===== src/rtl/mem_stage_if.sv =====
// Pipeline and data-SRAM signal bundle around the MEM stage.
// master = the stage itself, slave = EX/WB/SRAM side.
interface mem_stage_if #(
  parameter int MEM_DATA_W = 79,
  parameter int WB_DATA_W  = 74
);
  logic                  es_to_ms_valid;
  logic [MEM_DATA_W-1:0] es_to_ms_bus;
  logic                  ms_allowin;
  logic                  ms_to_ws_valid;
  logic                  ws_allowin;
  logic [WB_DATA_W-1:0]  ms_to_ws_bus;
  logic                  data_sram_req;
  logic                  data_sram_wr;
  logic [3:0]            data_sram_wstrb;
  logic [31:0]           data_sram_addr;
  logic [31:0]           data_sram_wdata;
  logic                  data_sram_addr_ok;
  logic                  data_sram_data_ok;
  logic [31:0]           data_sram_rdata;
  logic                  ms_excp;

  modport master (
    input  es_to_ms_valid, es_to_ms_bus, ws_allowin,
           data_sram_addr_ok, data_sram_data_ok, data_sram_rdata,
    output ms_allowin, ms_to_ws_valid, ms_to_ws_bus,
           data_sram_req, data_sram_wr, data_sram_wstrb,
           data_sram_addr, data_sram_wdata, ms_excp
  );

  modport slave (
    output es_to_ms_valid, es_to_ms_bus, ws_allowin,
           data_sram_addr_ok, data_sram_data_ok, data_sram_rdata,
    input  ms_allowin, ms_to_ws_valid, ms_to_ws_bus,
           data_sram_req, data_sram_wr, data_sram_wstrb,
           data_sram_addr, data_sram_wdata, ms_excp
  );
endinterface


===== src/rtl/mem_stage.sv =====
// MEM pipeline stage: issues loads/stores on the req/addr_ok/data_ok SRAM port, aligns load data.
// Optional macro MISALIGN_CHK_EN: misaligned half/word accesses skip the SRAM and raise ms_excp.
module mem_stage #(
  parameter int MEM_DATA_W = 79,
  parameter int WB_DATA_W  = 74
) (
  input logic         clk,
  input logic         rst,
  mem_stage_if.master ms
);
  localparam logic [1:0] IDLE = 2'd0;
  localparam logic [1:0] REQ  = 2'd1;
  localparam logic [1:0] WAIT = 2'd2;
  localparam logic [1:0] DONE = 2'd3;

  logic [1:0]            state_reg, state_next;
  logic [MEM_DATA_W-1:0] bus_reg;
  logic [31:0]           rdata_reg;

  logic        reg_write, mem_read, mem_write;
  logic [3:0]  mem_to_reg;
  logic [2:0]  funct3;
  logic [4:0]  rd;
  logic [31:0] result, rs2;
  logic [1:0]  addr_lo;

  assign reg_write  = bus_reg[78];
  assign mem_to_reg = bus_reg[77:74];
  assign mem_read   = bus_reg[73];
  assign mem_write  = bus_reg[72];
  assign funct3     = bus_reg[71:69];
  assign rd         = bus_reg[68:64];
  assign result     = bus_reg[63:32];
  assign rs2        = bus_reg[31:0];
  assign addr_lo    = result[1:0];

  logic       accept, in_mem, in_excp, excp;
  logic [1:0] accept_state;

  assign in_mem = ms.es_to_ms_bus[73] | ms.es_to_ms_bus[72];

`ifdef MISALIGN_CHK_EN
  function automatic logic is_misaligned(input logic [2:0] f3, input logic [1:0] a);
    return ((f3[1:0] == 2'b01) & a[0]) | ((f3[1:0] == 2'b10) & (a != 2'b00));
  endfunction

  assign in_excp = in_mem & is_misaligned(ms.es_to_ms_bus[71:69], ms.es_to_ms_bus[33:32]);
  assign excp    = (mem_read | mem_write) & is_misaligned(funct3, addr_lo);
`else
  assign in_excp = 1'b0;
  assign excp    = 1'b0;
`endif

  assign ms.ms_allowin = (state_reg == IDLE) | ((state_reg == DONE) & ms.ws_allowin);
  assign accept        = ms.es_to_ms_valid & ms.ms_allowin;
  // Trapped accesses never touch the SRAM and report straight away.
  assign accept_state  = (in_mem & ~in_excp) ? REQ : DONE;

  always_comb begin
    state_next = state_reg;
    case (state_reg)
      IDLE:    if (accept) state_next = accept_state;
      REQ:     if (ms.data_sram_addr_ok) state_next = WAIT;
      WAIT:    if (ms.data_sram_data_ok) state_next = DONE;
      DONE:    if (ms.ws_allowin) state_next = accept ? accept_state : IDLE;
      default: state_next = IDLE;
    endcase
  end

  logic [31:0] shifted, load_data;

  always_comb begin
    shifted = ms.data_sram_rdata >> {addr_lo, 3'b000};
    case (funct3)
      3'b000:  load_data = {{24{shifted[7]}}, shifted[7:0]};
      3'b001:  load_data = {{16{shifted[15]}}, shifted[15:0]};
      3'b100:  load_data = {24'd0, shifted[7:0]};
      3'b101:  load_data = {16'd0, shifted[15:0]};
      default: load_data = shifted;
    endcase
  end

  always_ff @(posedge clk or posedge rst) begin
    if (rst) begin
      state_reg <= IDLE;
      bus_reg   <= '0;
      rdata_reg <= '0;
    end else begin
      state_reg <= state_next;
      if (accept) begin
        bus_reg   <= ms.es_to_ms_bus;
        rdata_reg <= '0;
      end else if ((state_reg == WAIT) && ms.data_sram_data_ok && mem_read) begin
        rdata_reg <= load_data;
      end
    end
  end

  logic [3:0]  wstrb;
  logic [31:0] wdata;

  always_comb begin
    wstrb = 4'b0000;
    if (mem_write) begin
      case (funct3[1:0])
        2'b00:   wstrb = 4'b0001 << addr_lo;
        2'b01:   wstrb = 4'b0011 << {addr_lo[1], 1'b0};
        default: wstrb = 4'b1111;
      endcase
    end
  end

  // Each byte lane picks its slice of rs2 so narrow stores land on any lane.
  genvar gi;
  generate
    for (gi = 0; gi < 4; gi++) begin : g_lane
      assign wdata[8*gi +: 8] = (funct3[1:0] == 2'b00) ? rs2[7:0] :
                                (funct3[1:0] == 2'b01) ? rs2[8*(gi%2) +: 8] :
                                                         rs2[8*gi +: 8];
    end
  endgenerate

  logic [WB_DATA_W-1:0] ws_bus;
  assign ws_bus = {reg_write & ~excp, mem_to_reg, rd, result, rdata_reg};

  assign ms.data_sram_req   = (state_reg == REQ);
  assign ms.data_sram_wr    = mem_write;
  assign ms.data_sram_wstrb = wstrb;
  assign ms.data_sram_addr  = result;
  assign ms.data_sram_wdata = wdata;
  assign ms.ms_to_ws_valid  = (state_reg == DONE);
  assign ms.ms_to_ws_bus    = ws_bus;
  assign ms.ms_excp         = (state_reg == DONE) & excp;
endmodule

===== src/flat_wrapper.sv =====
// flat-port wrapper written by rule: the top's interface ports become plain ports
module mem_stage_flat 
#(
  parameter int MEM_DATA_W = 79,
  parameter int WB_DATA_W  = 74
)
  (clk, rst, ms_es_to_ms_valid, ms_es_to_ms_bus, ms_ws_allowin, ms_data_sram_addr_ok, ms_data_sram_data_ok, ms_data_sram_rdata, ms_ms_allowin, ms_ms_to_ws_valid, ms_ms_to_ws_bus, ms_data_sram_req, ms_data_sram_wr, ms_data_sram_wstrb, ms_data_sram_addr, ms_data_sram_wdata, ms_ms_excp);
  mem_stage_if #(.MEM_DATA_W(MEM_DATA_W), .WB_DATA_W(WB_DATA_W)) ms_i ();
  input logic clk;
  input logic rst;
  input wire logic [$bits(ms_i.es_to_ms_valid)-1:0] ms_es_to_ms_valid;
  input wire logic [$bits(ms_i.es_to_ms_bus)-1:0] ms_es_to_ms_bus;
  input wire logic [$bits(ms_i.ws_allowin)-1:0] ms_ws_allowin;
  input wire logic [$bits(ms_i.data_sram_addr_ok)-1:0] ms_data_sram_addr_ok;
  input wire logic [$bits(ms_i.data_sram_data_ok)-1:0] ms_data_sram_data_ok;
  input wire logic [$bits(ms_i.data_sram_rdata)-1:0] ms_data_sram_rdata;
  output wire logic [$bits(ms_i.ms_allowin)-1:0] ms_ms_allowin;
  output wire logic [$bits(ms_i.ms_to_ws_valid)-1:0] ms_ms_to_ws_valid;
  output wire logic [$bits(ms_i.ms_to_ws_bus)-1:0] ms_ms_to_ws_bus;
  output wire logic [$bits(ms_i.data_sram_req)-1:0] ms_data_sram_req;
  output wire logic [$bits(ms_i.data_sram_wr)-1:0] ms_data_sram_wr;
  output wire logic [$bits(ms_i.data_sram_wstrb)-1:0] ms_data_sram_wstrb;
  output wire logic [$bits(ms_i.data_sram_addr)-1:0] ms_data_sram_addr;
  output wire logic [$bits(ms_i.data_sram_wdata)-1:0] ms_data_sram_wdata;
  output wire logic [$bits(ms_i.ms_excp)-1:0] ms_ms_excp;
  assign ms_i.es_to_ms_valid = ms_es_to_ms_valid;
  assign ms_i.es_to_ms_bus = ms_es_to_ms_bus;
  assign ms_i.ws_allowin = ms_ws_allowin;
  assign ms_i.data_sram_addr_ok = ms_data_sram_addr_ok;
  assign ms_i.data_sram_data_ok = ms_data_sram_data_ok;
  assign ms_i.data_sram_rdata = ms_data_sram_rdata;
  assign ms_ms_allowin = ms_i.ms_allowin;
  assign ms_ms_to_ws_valid = ms_i.ms_to_ws_valid;
  assign ms_ms_to_ws_bus = ms_i.ms_to_ws_bus;
  assign ms_data_sram_req = ms_i.data_sram_req;
  assign ms_data_sram_wr = ms_i.data_sram_wr;
  assign ms_data_sram_wstrb = ms_i.data_sram_wstrb;
  assign ms_data_sram_addr = ms_i.data_sram_addr;
  assign ms_data_sram_wdata = ms_i.data_sram_wdata;
  assign ms_ms_excp = ms_i.ms_excp;
  mem_stage #(.MEM_DATA_W(MEM_DATA_W), .WB_DATA_W(WB_DATA_W)) u_core (.clk(clk), .rst(rst), .ms(ms_i));
endmodule

===== config.mk =====
export PLATFORM = sky130hd
export DESIGN_NAME = mem_stage_flat
export DESIGN_NICKNAME = d
export VERILOG_FILES = /design/src/rtl/mem_stage_if.sv /design/src/rtl/mem_stage.sv /design/src/flat_wrapper.sv
export SDC_FILE = /design/constraint.sdc
export NUM_CORES = 1
export LEC_CHECK = 0
export ABC_CLOCK_PERIOD_IN_PS = 4250
export CAP_MARGIN = 25
export CORE_UTILIZATION = 43
export CTS_CLUSTER_SIZE = 24
export DETAILED_ROUTE_END_ITERATION = 8
export GPL_TIMING_DRIVEN = 0
export PLACE_DENSITY = 0.82
export SLEW_MARGIN = 20
export SYNTH_ARGS = -nofsm -noshare
export SYNTH_HDL_FRONTEND = slang
export SYNTH_SLANG_ARGS = --single-unit

===== constraint.sdc =====
create_clock -name clk -period 4.25 [get_ports clk]
set_input_delay 0.425 -clock clk [delete_from_list [all_inputs] [get_ports clk]]
set_output_delay 0.425 -clock clk [all_outputs]
set_load 0.02 [all_outputs]

==> results of run 1 <==
-- cell usage after synthesis (2+ instances only) --
cell,n,area (um^2)
a211o_1,8,70.07
a21oi_1,11,55.05
a221o_1,8,80.08
and4b_1,2,20.02
buf_1,3,11.26
buf_2,9,45.04
buf_4,86,645.6
buf_6,7,78.83
clkbuf_1,9,33.78
dfrtp_1,113,2828
inv_1,3,11.26
mux2_2,95,1070
mux2i_1,23,230.2
nand2_1,51,191.4
nand3_1,15,75.07
nand3b_1,7,52.55
nor2_1,15,56.30
nor2b_1,3,18.77
o211ai_1,8,60.06
o21a_1,2,15.01
o21ai_0,26,130.1
-- layout make-up --
cell class / instances / area, um^2
buffer: 114 / 814.5
clock buffer: 17 / 425.4
clock inverter: 15 / 161.4
fill: 988 / 3956
inverter: 3 / 16.27
multi-input combinational: 293 / 2328
sequential: 113 / 2828
tap: 176 / 220.2
timing repair buffer: 263 / 2650
-- power breakdown --
part | total, mW | internal [mW] | switching [mW]
Sequential | 2.00 | 1.60 | 0.399
Clock | 1.39 | 0.866 | 0.529
Combinational | 5.00 | 2.69 | 2.31
-- kinds of logic after synthesis --
| kind of cell | Yosys count | share of synthesized area (%) |
|---|---|---|
| muxes | 120 | 22.36 |
| buffers and inverters | 117 | 13.80 |
| DFF | 113 | 47.27 |
| and+or+nand+nor | 103 | 8.659 |
| AOI/OAI and AO/OA | 68 | 7.697 |
| xor gates and xnor gates | 1 | 0.1464 |
| other | 1 | 0.06269 |
-- path summary, 6_finish.rpt --
kind | from | end | slack (ns) | depth (start not counted)
worst max-delay path | u_core.bus_reg[70]$_DFFE_PP0N_ | ms_data_sram_wdata[27] | 1.16 | 5
worst min-delay path | rst | u_core.bus_reg[76]$_DFFE_PP0N_ | 0.43 | 2
worst max register to register | u_core.bus_reg[32]$_DFFE_PP0N_ | u_core.rdata_reg[31]$_DFFE_PP0P_ | 2.24 | 6
worst min register to register | u_core.rdata_reg[22]$_DFFE_PP0P_ | u_core.rdata_reg[22]$_DFFE_PP0P_ | 0.49 | 1
max in group asynchronous | rst | u_core.rdata_reg[8]$_DFFE_PP0P_ | 3.14 | 3
min in group clk | u_core.rdata_reg[22]$_DFFE_PP0P_ | u_core.rdata_reg[22]$_DFFE_PP0P_ | 0.49 | 1
-- through the flow --
step	std cells	hold WS [ns]
after global routing	994	0.4851
after detailed placement	962	0.4810
after global placement	961	0.4768
final	994	0.4322
after floorplan	523	0.4736
after CTS	994	0.4540
-- per-layer routing --
layer	part of all wire, %	vias up	global-route usage, %
met2	51	207	42.89
met3	7.5	33	7.224
met1	40	2442	29.80
met5	0	-	0
li1	-	2312	-
met4	2.1	0	8.906
==> results.yml, run 1 <==
die:
  num_rows: 42
  fp.dieW_um: 119.9
  start_util_pct: 44.64
  core_mm2: 0.01340
  ioPinCount: 264
  die_h_um: 119.9
  die-area_mm2: 0.01439
worst_setup_path:
  critPathMaxStageDelay_ns: 0.66
  crit_type: "reg2out"
  arrival_ns: 2.67
  crit_path_start_kind: "flip-flop"
  required_ns: 3.83
  cpMaxStageDelayCell: "clkdlybuf4s50_1"
  crit_buf_inv: 3
  crit_chain: "clkbuf_1, clkbuf_1, nand2_1, o21ai_0, clkdlybuf4s50_1"
  critPathMaxFanout: 10
  crit_path_frequent_cell: "clkbuf_1"
  crit_path_end_kind: "primary output"
  cp_top_family: "buffers and inverters"
drt:
  drc: 0
  wire_per_inst_um: 17.64
  antenna_left: 0
  firstDrtPassIters: 4
  dr_total_vias: 4994
  drt_iter0_drc: 277
  wl_um: 17540
  vias_per_cell: 5.024
sta:
  setup_viol_count_final: 0
  rsz0062_at_grt: "no"
  finalHoldViolations: 0
  finalCritPeriodShare_pct: 72.73
  max_freq_mhz: 323.5
  worst-slew-pin-transition_ns: 0.7470
  final.setup.tns_ns: 0
  slew_headroom_pct: 49.79
  clock_skew_ns: 0.006828
  drv_slew: 0
  layout_min_cycle_time_ns: 3.091
  fin_ws_ns: 1.159
cells_and_area:
  postLayoutCellArea_mm2: 0.009444
  largest_reg_flops: 79
  areaGrowthSynthToFinish_pct: 57.87
  diodes: 0
  final_cell_mix: "262 x clkdlybuf4s50_1, 113 x dfrtp_1, 95 x mux2_2"
  final_core_util_pct: 70.48
  fin_nets: 922
  final_layout_size_suffix_gt1_share_pct: 29.71
  layout_commonest_cell: "clkdlybuf4s50_1"
cts:
  cts_buffers: 17
  cts_resized: 0
  clkSinkCount: 113
  cts-htree-levels: 4
  clk_latency_ns: 0.41
  cts_root_buf: "clkbuf_16"
  clock_path_buffers: 2
  cts_tree: "built"
  path_clk_slew_ns: 0.06
  post_cts_buffers: 0
  postCtsHoldBufs: 0
yosys:
  syn_nets: 640
  async_flop_share_pct: 100.0
  synth_edf_count: 0
  ys_types: 40
  synth_seq_area_share_pct: 47.27
  syn_area_mm2: 0.005982
  avgSynthCellArea_um2: 11.44
  syn_inst: 523
  synth_top_flop_cell: "dfrtp_1"
  ys_warn_count: 0
  ys_ff_latch: 113
global_routing:
  grt_max_degree: 60
  grt_pass1_wl_um: 27540
  grtUsageTotal_pct: 25.06
  antenna_found_initial: 0
  grt_pass1_vias: 5248
  grt_overflow_total: 0
worst_hold_path:
  min_path_type: "in2async"
place:
  placed_cell_area_mm2: 0.008857
  place.gp.congestion: 0.8656
  io_buffers: 262
  dp_slack_ns: 1.607
  hpwl_um: 13310
status:
  outcome: "completed"
power_and_ir_drop:
  power_density_mw_per_mm2: 888.6
  power_mw: 8.392
  leakage_nw: 4.204
  ir_drop_mv: 0.6135
run:
  maxCapViolations: 0
No activity file was read; power rests on OpenSTA's default activity.
==> inputs of run 2 (changes only) <==
--- a/config.mk
+++ b/config.mk
@@ -5,7 +5,7 @@
 export SDC_FILE = /design/constraint.sdc
 export NUM_CORES = 1
 export LEC_CHECK = 0
-export ABC_CLOCK_PERIOD_IN_PS = 4250
+export ABC_CLOCK_PERIOD_IN_PS = 3150
 export CAP_MARGIN = 25
 export CORE_UTILIZATION = 43
 export CTS_CLUSTER_SIZE = 24
==> constraint.sdc (replaced) <==
create_clock -name clk -period 3.15 [get_ports clk]
set_input_delay 0.315 -clock clk [delete_from_list [all_inputs] [get_ports clk]]
set_output_delay 0.315 -clock clk [all_outputs]
set_load 0.02 [all_outputs]
==> results.yml, run 2 (same netlist as run 1, synthesis figures left out) <==
place:
  hpwl_um: 13410
  io_buffers: 262
  placed_cell_area_mm2: 0.008916
  dp_slack_ns: 0.5890
  place.gp.congestion: 0.8788
power_and_ir_drop:
  power_density_mw_per_mm2: 1192
  leakage_nw: 4.246
  ir_drop_mv: 0.8157
global_routing:
  grt_overflow_total: 0
  grt_pass1_wl_um: 27390
  antenna_found_initial: 0
  grt_max_degree: 34
  grtUsageTotal_pct: 24.97
  grt_pass1_vias: 5268
drt:
  firstDrtPassIters: 4
  drc: 0
  wl_um: 17420
  antenna_left: 0
  wire_per_inst_um: 17.49
  dr_total_vias: 4968
  vias_per_cell: 4.988
  drt_iter0_drc: 262
run:
  maxCapViolations: 0
worst_hold_path:
  min_path_type: "in2async"
sta:
  slew_headroom_pct: 51.97
  worst-slew-pin-transition_ns: 0.7146
  setup_viol_count_final: 0
  final.setup.tns_ns: 0
  finalHoldViolations: 0
  max_freq_mhz: 344.0
  drv_slew: 0
  layout_min_cycle_time_ns: 2.907
  rsz0062_at_grt: "no"
  clock_skew_ns: 0.008872
  fin_ws_ns: 0.2431
  finalCritPeriodShare_pct: 92.28
die:
  num_rows: 42
  fp.dieW_um: 119.9
  core_mm2: 0.01340
  start_util_pct: 44.64
  die_h_um: 119.9
  die-area_mm2: 0.01439
  ioPinCount: 264
cells_and_area:
  fillCellCount: 953
  diodes: 0
  largest_reg_flops: 79
  layout_commonest_cell: "clkdlybuf4s50_1"
  areaGrowthSynthToFinish_pct: 58.92
  fin_nets: 925
  final_core_util_pct: 70.94
  final_cell_mix: "262 x clkdlybuf4s50_1, 113 x dfrtp_1, 95 x mux2_2"
  postLayoutCellArea_mm2: 0.009507
  final_layout_size_suffix_gt1_share_pct: 30.00
status:
  outcome: "completed"
worst_setup_path:
  required_ns: 2.83
  crit_type: "reg2out"
  critPathMaxFanout: 10
  arrival_ns: 2.59
  crit_path_end_kind: "primary output"
  crit_path_start_kind: "flip-flop"
cts:
  clock_path_buffers: 2
  path_clk_slew_ns: 0.06
  cts_root_buf: "clkbuf_16"
  cts_buffers: 17
  cts_tree: "built"
  clkSinkCount: 113
  cts-htree-levels: 4
  clk_latency_ns: 0.41
[run 2: cell count changes in the layout (fill, tap and decap cells not counted), moves of 3 or more]
cell,delta
clkbuf_8,+4
clkinv_4,-4
buf_12,+3
clkinv_2,+3
inv_6,-3
[run 2: what timing repair did]
| item | in CTS | in global routing |
|---|---|---|
| hold buffers | 0 | 0 |
| setup endpoints to repair | 0 | 7 |
| gates resized for setup | 0 | 2 |
| buffers inserted | 0 | 0 |
[run 2: report_power, final]
part | leakage [nW] | switching (mW) | internal (mW)
Clock | 0.290 | 0.654 | 1.23
Combinational | 2.57 | 3.10 | 3.64
Sequential | 1.39 | 0.543 | 2.16
Total | 4.25 | 4.30 | 7.03
[run 2: per-layer routing]
metal  part of all wire, %  track usage [%]  wire, um
met5                     0                0         0
met4                   2.4            9.766       420
met3                   6.8            7.129      1183
met2                    51            42.28      8845
met1                    40            29.79      6970
[run 2: worst paths after layout]
| path | slack, ns | cells past startpoint | endpoint | startpoint |
|---|---|---|---|---|
| max in group asynchronous | 2.23 | 5 | u_core.bus_reg[41]$_DFFE_PP0N_ | rst |
| worst min register to register | 0.49 | 1 | u_core.rdata_reg[19]$_DFFE_PP0P_ | u_core.rdata_reg[19]$_DFFE_PP0P_ |
| worst max register to register | 1.17 | 6 | u_core.rdata_reg[31]$_DFFE_PP0P_ | u_core.bus_reg[32]$_DFFE_PP0N_ |
| worst max-delay path | 0.24 | 7 | ms_data_sram_wdata[10] | u_core.bus_reg[69]$_DFFE_PP0N_ |
| worst min-delay path | 0.30 | 3 | u_core.bus_reg[18]$_DFFE_PP0N_ | rst |
| min in group clk | 0.49 | 1 | u_core.rdata_reg[19]$_DFFE_PP0P_ | u_core.rdata_reg[19]$_DFFE_PP0P_ |
[run 2: through the flow]
| stage | power [mW] | cells | hold slack (ns) |
|---|---|---|---|
| 2_1_floorplan | 6.644 | 523 | 0.4611 |
| 3_3_place_gp | 9.271 | 961 | 0.4780 |
| 3_5_place_dp | 9.450 | 965 | 0.4799 |
| 4_1_cts | 11.40 | 996 | 0.2973 |
| 5_1_grt | 11.90 | 996 | 0.3133 |
| 6_report | 11.33 | 996 | 0.2979 |
[run 2: cell type report]
class / instances / area, um^2 / area share (%)
Timing Repair Buffer: 266 / 2710 / 28.51
Tap cell: 176 / 220.2 / 2.316
Sequential cell: 113 / 2828 / 29.74
Clock inverter: 10 / 108.9 / 1.145
Clock buffer: 21 / 480.5 / 5.054
Buffer: 114 / 815.8 / 8.581
Inverter: 3 / 15.01 / 0.1579
Multi-Input combinational cell: 293 / 2328 / 24.49
[run 2: critical path, cell delays in order (launching register included)]
cell	delay (ns)
dfrtp_1	0.32
clkbuf_1	0.21
or2_2	0.15
buf_2	0.19
buf_1	0.48
nand2_1	0.10
nand2_1	0.12
clkdlybuf4s50_1	0.62
==> inputs of run 3 (changes only) <==
--- a/config.mk
+++ b/config.mk
@@ -8,7 +8,7 @@
 export ABC_CLOCK_PERIOD_IN_PS = 3150
 export CAP_MARGIN = 25
 export CORE_UTILIZATION = 43
-export CTS_CLUSTER_SIZE = 24
+export CTS_CLUSTER_SIZE = 8
 export DETAILED_ROUTE_END_ITERATION = 8
 export GPL_TIMING_DRIVEN = 0
 export PLACE_DENSITY = 0.82
==> results of run 3 <==
The final DEF is identical to that of run 2; final timing and power are the same.
